File: src/rtl/serial_adder_nbit_pkg.sv
// serial_adder_nbit_pkg: FSM state type and digit-counter width helper for serial_adder_nbit
package serial_adder_nbit_pkg;
  typedef enum logic [1:0] {IDLE, RUN, DONE} state_t;
  function automatic int cnt_w(input int n);
    return n > 1 ? $clog2(n) : 1;
  endfunction
endpackage

File: src/rtl/serial_adder_nbit_digit_adder.sv
// serial_adder_nbit_digit_adder: combinational DIGIT-bit ripple of full adders, exposes carry into top bit
module serial_adder_nbit_digit_adder #(
  parameter int DIGIT = 4
) (
  input  logic [DIGIT-1:0] i_a,
  input  logic [DIGIT-1:0] i_b,
  input  logic             i_cin,
  output logic [DIGIT-1:0] o_sum,
  output logic             o_cout,
  output logic             o_cmsb
);
  logic [DIGIT:0] w_c;
  assign w_c[0] = i_cin;
  for (genvar k = 0; k < DIGIT; k++) begin : g_fa
    assign o_sum[k]   = i_a[k] ^ i_b[k] ^ w_c[k];
    assign w_c[k+1]   = (i_a[k] & i_b[k]) | (w_c[k] & (i_a[k] ^ i_b[k]));
  end
  assign o_cout = w_c[DIGIT];
  assign o_cmsb = w_c[DIGIT-1];
endmodule

File: src/rtl/serial_adder_nbit.sv
// serial_adder_nbit: digit-serial WIDTH-bit adder (DIGIT bits/clk), start/done handshake, SUBTRACT_EN enables A-B via i_sub
module serial_adder_nbit
  import serial_adder_nbit_pkg::*;
#(
  parameter int WIDTH = 16,
  parameter int DIGIT = 4
) (
  input  logic             i_clk,
  input  logic             i_rst_n,
  input  logic             i_start,
  input  logic [WIDTH-1:0] i_a,
  input  logic [WIDTH-1:0] i_b,
  input  logic             i_cin,
  input  logic             i_sub,
  output logic             o_busy,
  output logic             o_done,
  output logic [WIDTH-1:0] o_sum,
  output logic             o_cout,
  output logic             o_ovf
);
  localparam int N  = WIDTH / DIGIT;
  localparam int CW = cnt_w(N);
  state_t                 r_state;
  logic [WIDTH-1:0]       r_a, r_b, r_acc;
  logic                   r_carry;
  logic [CW-1:0]          r_cnt;
  logic [DIGIT-1:0]       w_dsum;
  logic                   w_dcout, w_cmsb, w_accept, w_c_in;
  logic [WIDTH-1:0]       w_b_in;
  logic [WIDTH+DIGIT-1:0] w_cat;
`ifdef SUBTRACT_EN
  assign w_b_in = i_sub ? ~i_b : i_b;
  assign w_c_in = i_sub | i_cin;
`else
  logic w_unused_sub;
  assign w_unused_sub = i_sub;
  assign w_b_in = i_b;
  assign w_c_in = i_cin;
`endif
  assign w_accept = i_start && (r_state == IDLE || r_state == DONE);
  assign w_cat    = {w_dsum, r_acc};
  serial_adder_nbit_digit_adder #(.DIGIT(DIGIT)) u_digit (
    .i_a    (r_a[DIGIT-1:0]),
    .i_b    (r_b[DIGIT-1:0]),
    .i_cin  (r_carry),
    .o_sum  (w_dsum),
    .o_cout (w_dcout),
    .o_cmsb (w_cmsb)
  );
  always_ff @(posedge i_clk) begin
    if (!i_rst_n) begin
      r_state <= IDLE;
      r_a     <= '0;
      r_b     <= '0;
      r_acc   <= '0;
      r_carry <= 1'b0;
      r_cnt   <= '0;
      o_busy  <= 1'b0;
      o_done  <= 1'b0;
      o_sum   <= '0;
      o_cout  <= 1'b0;
      o_ovf   <= 1'b0;
    end else begin
      o_done <= r_state == DONE;
      if (w_accept) begin
        r_a     <= i_a;
        r_b     <= w_b_in;
        r_carry <= w_c_in;
        r_cnt   <= '0;
        r_state <= RUN;
        o_busy  <= 1'b1;
      end else if (r_state == RUN) begin
        r_a     <= r_a >> DIGIT;
        r_b     <= r_b >> DIGIT;
        r_acc   <= w_cat[WIDTH+DIGIT-1:DIGIT];
        r_carry <= w_dcout;
        r_cnt   <= r_cnt + CW'(1);
        if (r_cnt == CW'(N - 1)) begin
          r_state <= DONE;
          o_busy  <= 1'b0;
          o_sum   <= w_cat[WIDTH+DIGIT-1:DIGIT];
          o_cout  <= w_dcout;
          o_ovf   <= w_cmsb ^ w_dcout;
        end
      end else begin
        r_state <= IDLE;
      end
    end
  end
endmodule

File: config.mk
export PLATFORM = sky130hd
export DESIGN_NAME = serial_adder_nbit
export DESIGN_NICKNAME = d
export VERILOG_FILES = /design/src/rtl/serial_adder_nbit_pkg.sv /design/src/rtl/serial_adder_nbit_digit_adder.sv /design/src/rtl/serial_adder_nbit.sv
export SDC_FILE = /design/constraint.sdc
export NUM_CORES = 1
export LEC_CHECK = 0
export CAP_MARGIN = 30
export CORE_UTILIZATION = 45
export CTS_BUF_LIST = sky130_fd_sc_hd__clkbuf_2
export CTS_CLUSTER_SIZE = 8
export DETAILED_ROUTE_END_ITERATION = 10
export PLACE_DENSITY = 0.71
export SYNTH_ARGS = -nofsm -noshare
export SYNTH_HDL_FRONTEND = slang
export SYNTH_SLANG_ARGS = --single-unit
File: constraint.sdc
create_clock -name i_clk -period 6.6 [get_ports i_clk]
set_input_delay 1.32 -clock i_clk [delete_from_list [all_inputs] [get_ports i_clk]]
set_output_delay 1.32 -clock i_clk [all_outputs]
set_load 0.02 [all_outputs]
# After elaboration in Yosys (flattened, before gate mapping)
# Index checks and enable logic that the tools add are counted.
# Widths: inputs -> output; s select.
word_totals:
  ff_bits: 73
  wordCells: 63
  output_inout_bits: 20
  inputBits: 37
classes:
  muxes: 12
  add_sub_neg: 1
  bitwise_logic: 24
  reduce_logical: 10
  n_eq_ne: 4
op_table:
  columns: ["op", "n"]
  rows:
  - ["$mux 16", 4]
  - ["$xor 1x1->1", 9]
  - ["$and 1x1->1", 8]
  - ["$mux 1", 8]
  - ["$eq 2x2->1 const B", 2]
  - ["$or 1x1->1", 4]
  - ["$reduce_and 2->1", 2]
  - ["$reduce_bool 2->1", 2]
  - ["$ne 3x2->1 const B", 1]
  - ["$not 1->1", 3]
  - ["$reduce_and 3->1", 1]
  - ["$reduce_or 3->1", 1]
  - ["$add 2x1->2 const B", 1]
  - ["$eq 2x1->1 const B", 1]
  - ["$logic_not 2->1", 1]
  - ["$reduce_or 2->1", 1]
  - ["$logic_and 1x1->1", 1]
  - ["$logic_or 1x1->1", 1]

# Longest topological paths before layout
logic_depth:
  ltp_word: 11
  ltp_mapped: 10
  ltp_nobuf: 10

# Hierarchy
# From an unflattened synthesis, not the netlist that was laid out.
unflattened:
  cells_unflattened: 336
  area_unflattened_um2: 2808.9
modules_own_cells:
  columns: ["module", "cells_per_inst", "seq_area_each_um2", "area_per_inst_um2", "instances"]
  rows:
  - ["serial_adder_nbit", 324, 1381.3, 2698.8, 1]
  - ["serial_adder_nbit_digit_adder", 12, 0.0, 110.1, 1]

# Worst setup path after synthesis
# OpenSTA, ideal clock, no wires.
synth_path:
  path_type: "flip-flop to flip-flop"
  startpoint: "register r_a[0]"
  endpoint: "register r_acc[15]"
  path_buffers: 0
  arrival_ns: 2.026
  period_less_slack_ns: 2.084
  setup_ns: 0.059
  path_stages_with_launch: 10
  setup_slack_ns: 4.516
  required_time_ns: 6.541
  cell_sequence: "dfxtp_1 -> fa_1 -> inv_1 -> fa_1 -> inv_1 -> fa_1 -> inv_1 -> fa_1 -> nand2_1 -> o211a_1"
synth_via:
  elab_chain_len: 8
  elab_cells_between_ends: 9
  classes_between: "9 x bitwise"
synth_lines:
  columns: ["item", "line", "text"]
  rows:
  - ["from (decl)", "serial_adder_nbit.sv:24", "logic [WIDTH-1:0] r_a, r_b, r_acc;"]
  - ["from (signal assigned)", "serial_adder_nbit.sv:66", "r_a <= i_a;"]
  - ["from (signal assigned)", "serial_adder_nbit.sv:73", "r_a <= r_a >> DIGIT;"]
  - ["$xor 1x1->1", "serial_adder_nbit_digit_adder.sv:16", "assign w_c[k+1] = (i_a[k] & i_b[k]) | (w_c[k] & (i_a[k] ^ i_b[k]));"]
  - ["$and 1x1->1", "serial_adder_nbit_digit_adder.sv:16", null]
  - ["$or 1x1->1 (*)", "serial_adder_nbit_digit_adder.sv:16", null]
  - ["$and 1x1->1 (*)", "serial_adder_nbit_digit_adder.sv:16", null]
  - ["$or 1x1->1 (*)", "serial_adder_nbit_digit_adder.sv:16", null]
  - ["$and 1x1->1 (*)", "serial_adder_nbit_digit_adder.sv:16", null]
  - ["$or 1x1->1 (*)", "serial_adder_nbit_digit_adder.sv:16", null]
  - ["$xor 1x1->1 (*)", "serial_adder_nbit_digit_adder.sv:15", "assign o_sum[k] = i_a[k] ^ i_b[k] ^ w_c[k];"]
  - ["to (signal assigned)", "serial_adder_nbit.sv:75", "r_acc <= w_cat[WIDTH+DIGIT-1:DIGIT];"]
  - ["to (decl)", "serial_adder_nbit.sv:24", null]
# Every way passes the cells marked *; elsewhere a longest branch is shown, timed or not.
# A chain may end at the register's enable or synchronous reset.

# Worst setup path in the final report
layout_path:
  startpoint: "register o_busy"
  endpoint: "output o_busy"
layout_lines:
  columns: ["item", "line", "text"]
  rows:
  - ["from (decl)", "serial_adder_nbit.sv:15", "output logic o_busy,"]
  - ["from (signal assigned)", "serial_adder_nbit.sv:58", "o_busy <= 1'b0;"]
  - ["from (signal assigned)", "serial_adder_nbit.sv:71", "o_busy <= 1'b1;"]
  - ["from (signal assigned)", "serial_adder_nbit.sv:80", "o_busy <= 1'b0;"]
# No word-level cell between the ends.

==> impl_summary.md <==
Status
The run finished with clean final reports.

Pwr
For this design the static power due to leakage is 1.29 nW. Dividing total power by cell area gives a power density of 235 nW/um^2. Total power for the finished layout comes to 0.813 mW. IR analysis of the VDD net gives a maximum drop of 0.148 mV.

Yosys
The area of the mapped netlist is 2800 sq um. The distinct cell type count after synthesis is 28. The count of mapped cells out of synthesis is 323. The number of nets handed over by synthesis was 365.

Among all flip-flop cells after synthesis, the most frequent one is dfxtp_1. The commonest cells after synthesis are nand2_1 (92), dfxtp_1 (69), a21boi_1 (39). The biggest area consumer among synthesized cells is dfxtp_1. The number of warnings reported in the yosys synthesis log is 0.

Summing the sequential cell areas from Yosys gives 49.3% of the chip area. The synthesized design devotes to its leading area cell type 49.3% of total area. A synthesized cell averages 8.67 sq um. The number of enable-type register cells in the synthesized netlist is 0. The most repeated cell in the gate-level netlist after synthesis is nand2_1. The register bit count reported by yosys is 69.

Sorting the synthesized cells by area gives the leading types as dfxtp_1 (49%), nand2_1 (12%), a21boi_1 (10%), nand3_1 (3.0%), buf_2 (2.9%). After synthesis, the share of flip-flops with an asynchronous set or reset is 0%.

Clock tree
The clock-pin slew reported for the worst setup and hold paths after clock tree synthesis is 0.17 ns. In this run the deepest clock path goes through 2 buffers. Hold repair after CTS inserted 0 buffers. The post-cts repair resize count is 0.

The total clock sinks is 69. In this run the post-CTS setup repair buffer count came out at 0. For the worst-skew pair, the clock arrives at the later sink with an insertion delay of 0.49 ns. The number of levels the H-tree was split into is 3. CTS placed an instance of clkbuf_2 at the clock tree root.

TritonCTS created 9 clock buffers. The TritonCTS clock tree is built.

STA
For this run, the top clock speed supported by timing is 360 MHz. Measured against its own limit, the worst slew margin works out to 32.7%. The number of pins exceeding their max-slew limit in the final report is 0. The post-route fraction of the period consumed by the critical path is 42.1%. The worst slack on hold paths is 0.453 ns.

The minimum clock period after layout is 2.78 ns. At the pin with the least slew margin, the transition time is 1.01 ns. Setup repair after global routing left no endpoint under its margin. Between clock sinks in the finished design, the worst skew comes to 0.0196 ns. Summed over all failing endpoints, the final setup total negative slack is 0 ns. The final-report hold violation count is 0. Setup violations remaining at the end of the flow were counted as 0.

Hold path
The worst hold path was traced through 2 stages. In this run the worst hold path is classified as reg -> reg.

Critical path
The depth of the worst register-to-register path is 10. The worst setup path is of the reg -> out kind. Counting both buffers and inverters, the worst setup path holds a total of 1. The worst setup path is captured at an output port. The worst path arrival time is 1.46 ns. The signal on the critical path passes through clkdlybuf4s50_1. The family of cells with the greatest summed delay on the critical path is buffers and inverters.

The number of stages on the worst setup path is 1. For this run, the slowest stage of the critical path takes 0.61 ns. The required time at the endpoint of the critical path is 5.28 ns. The kind of start point of the critical path is a flip-flop. On the critical path, the stage with the largest delay is an instance of clkdlybuf4s50_1. The maximum fanout along the worst path is 2.

Drt
After the first detailed-routing iteration, the DRC count stood at 91. The via total after detailed routing is 2296. The first detailed-routing pass ran for 4 iterations. The DRC violation count after routing is 0.

The post-detailed-route count of antenna-violating nets is 0. Dividing the detail-routed wire length by the instance count gives 12.5 microns. The total detailed-routing wirelength is 5580 microns. After detailed routing, the number of vias per cell comes to 5.14.

Floorplan
During I/O placement, the number of pins put on the boundary was 57. The die outline width is 80.9 microns. The height of the die is 80.9 microns.

The starting density of the core is 47.0%. The floorplan step defined a die boundary enclosing 6540 sq um. The core outline area is 5960 sq um. The number of placement rows is 28.

Finish
After the last flow step, the layout net total stands at 409. After filler insertion, the fill cell instance count of the layout stands at 564. 0 antenna diodes ended up in the layout. The filler-free cell count of the finished design is 447. The fraction of layout instances using a drive strength above 1 is 5.11%. The area growth from synthesis to layout is 23.7%.

Global routing
Global routing consumed, on the met1 layer, 23.0% of the routing resources. The number of global-route vias before repair is 2085. In this run the most used layer during global routing was met2. The initial antenna violation count came to 0. The wire length of the first global-routing pass is 9430 microns.

The residual overflow from global routing is 0. In the global route stage, met3 resource usage came out at 7.42%. The global-route total usage across every layer is 19.1%. For this run, global-route usage on met2 was measured as 30.9%. Entering global routing, the biggest net connects 68 pins.

Placement
Input and output buffers added on the ports amount to 55. The placed wire-length estimate is 3560 microns. The cell count after placement is 431. The weighted congestion at the end of routability-driven global placement is 0.733.

Job
The number of maximum-capacitance constraint violations is 0.
-- where the power goes --
group	total [mW]	switching [mW]	internal (mW)	leakage, nW
sequential	0.450	0.0124	0.437	0.563
combinational	0.0993	0.0517	0.0476	0.642
clock	0.264	0.141	0.124	0.0808
-- final cells by class --
class / count / area, sq um / share of cell area [%]
timing repair buffer: 59 / 576 / 16.6
clock buffer: 10 / 50.0 / 1.44
multi-input combinational: 221 / 1260 / 36.4
inverter: 7 / 26.3 / 0.758
sequential: 69 / 1380 / 39.9
clock inverter: 6 / 77.6 / 2.24
tap: 75 / 93.8 / 2.71
-- routing by layer --
| metal | share of wire, % | wire (microns) |
|---|---|---|
| met1 | 46 | 2560 |
| met2 | 47 | 2650 |
| met3 | 5.4 | 303 |
| met4 | 1.3 | 74 |
| met5 | 0 | 0 |
-- final timing paths --
kind                                end  slack (ns)             startpoint
setup / recovery                 o_busy        3.82    o_busy$_SDFFE_PN0P_
hold / removal    o_sum[2]$_SDFFE_PN0P_        0.45  r_acc[6]$_SDFFE_PN0P_
setup reg to reg     o_ovf$_SDFFE_PN0P_        4.32    r_b[0]$_SDFFE_PN0P_
hold reg to reg   o_sum[2]$_SDFFE_PN0P_        0.45  r_acc[6]$_SDFFE_PN0P_
-- metrics by stage --
step / setup slack, ns / util, % / area (sq um)
global route: 3.72 / 58.2 / 3460
CTS: 3.78 / 58.2 / 3460
finish: 3.82 / 58.2 / 3460
floorplan: 4.52 / - / 2800
global placement: 3.92 / 56.0 / 3340
detailed placement: 3.89 / 56.0 / 3340
-- state kept, by name, summed over array words and instances, names as in the netlist --
register and count:
r_state 2, r_carry 1, o_cout 1, o_sum 16
r_cnt 2, r_b 16, r_a 16, o_busy 1
r_acc 12, o_ovf 1, o_done 1
-- kinds of logic (layout without fill, tap and decap cells) --
logic type	after synthesis	count (layout)	synth area share [%]
AOI/OAI and AO/OA	88	88	22.3
and+or+nand+nor	126	126	18.8
DFF	69	69	49.3
adders and majority gates	5	5	3.31
buffers and inverters	33	82	5.67
xor gates and xnor gates	2	2	0.626
-- layout by cell type (no fill, tap or decap), types with 3 or more instances in the layout --
master	synthesis	layout
a21boi_0	3	3
a21boi_1	39	39
a21oi_1	4	4
a22oi_1	10	10
a31oi_1	11	11
buf_4	4	4
clkbuf_2	0	10
clkdlybuf4s50_1	0	54
dfxtp_1	69	69
fa_1	4	4
inv_1	7	7
nand2_1	92	92
nand3_1	17	17
nor2_1	5	5
nor3_1	3	3
o211a_1	5	5
o21ai_1	11	11
o221ai_1	3	3
(Power assumes the default switching activity.)
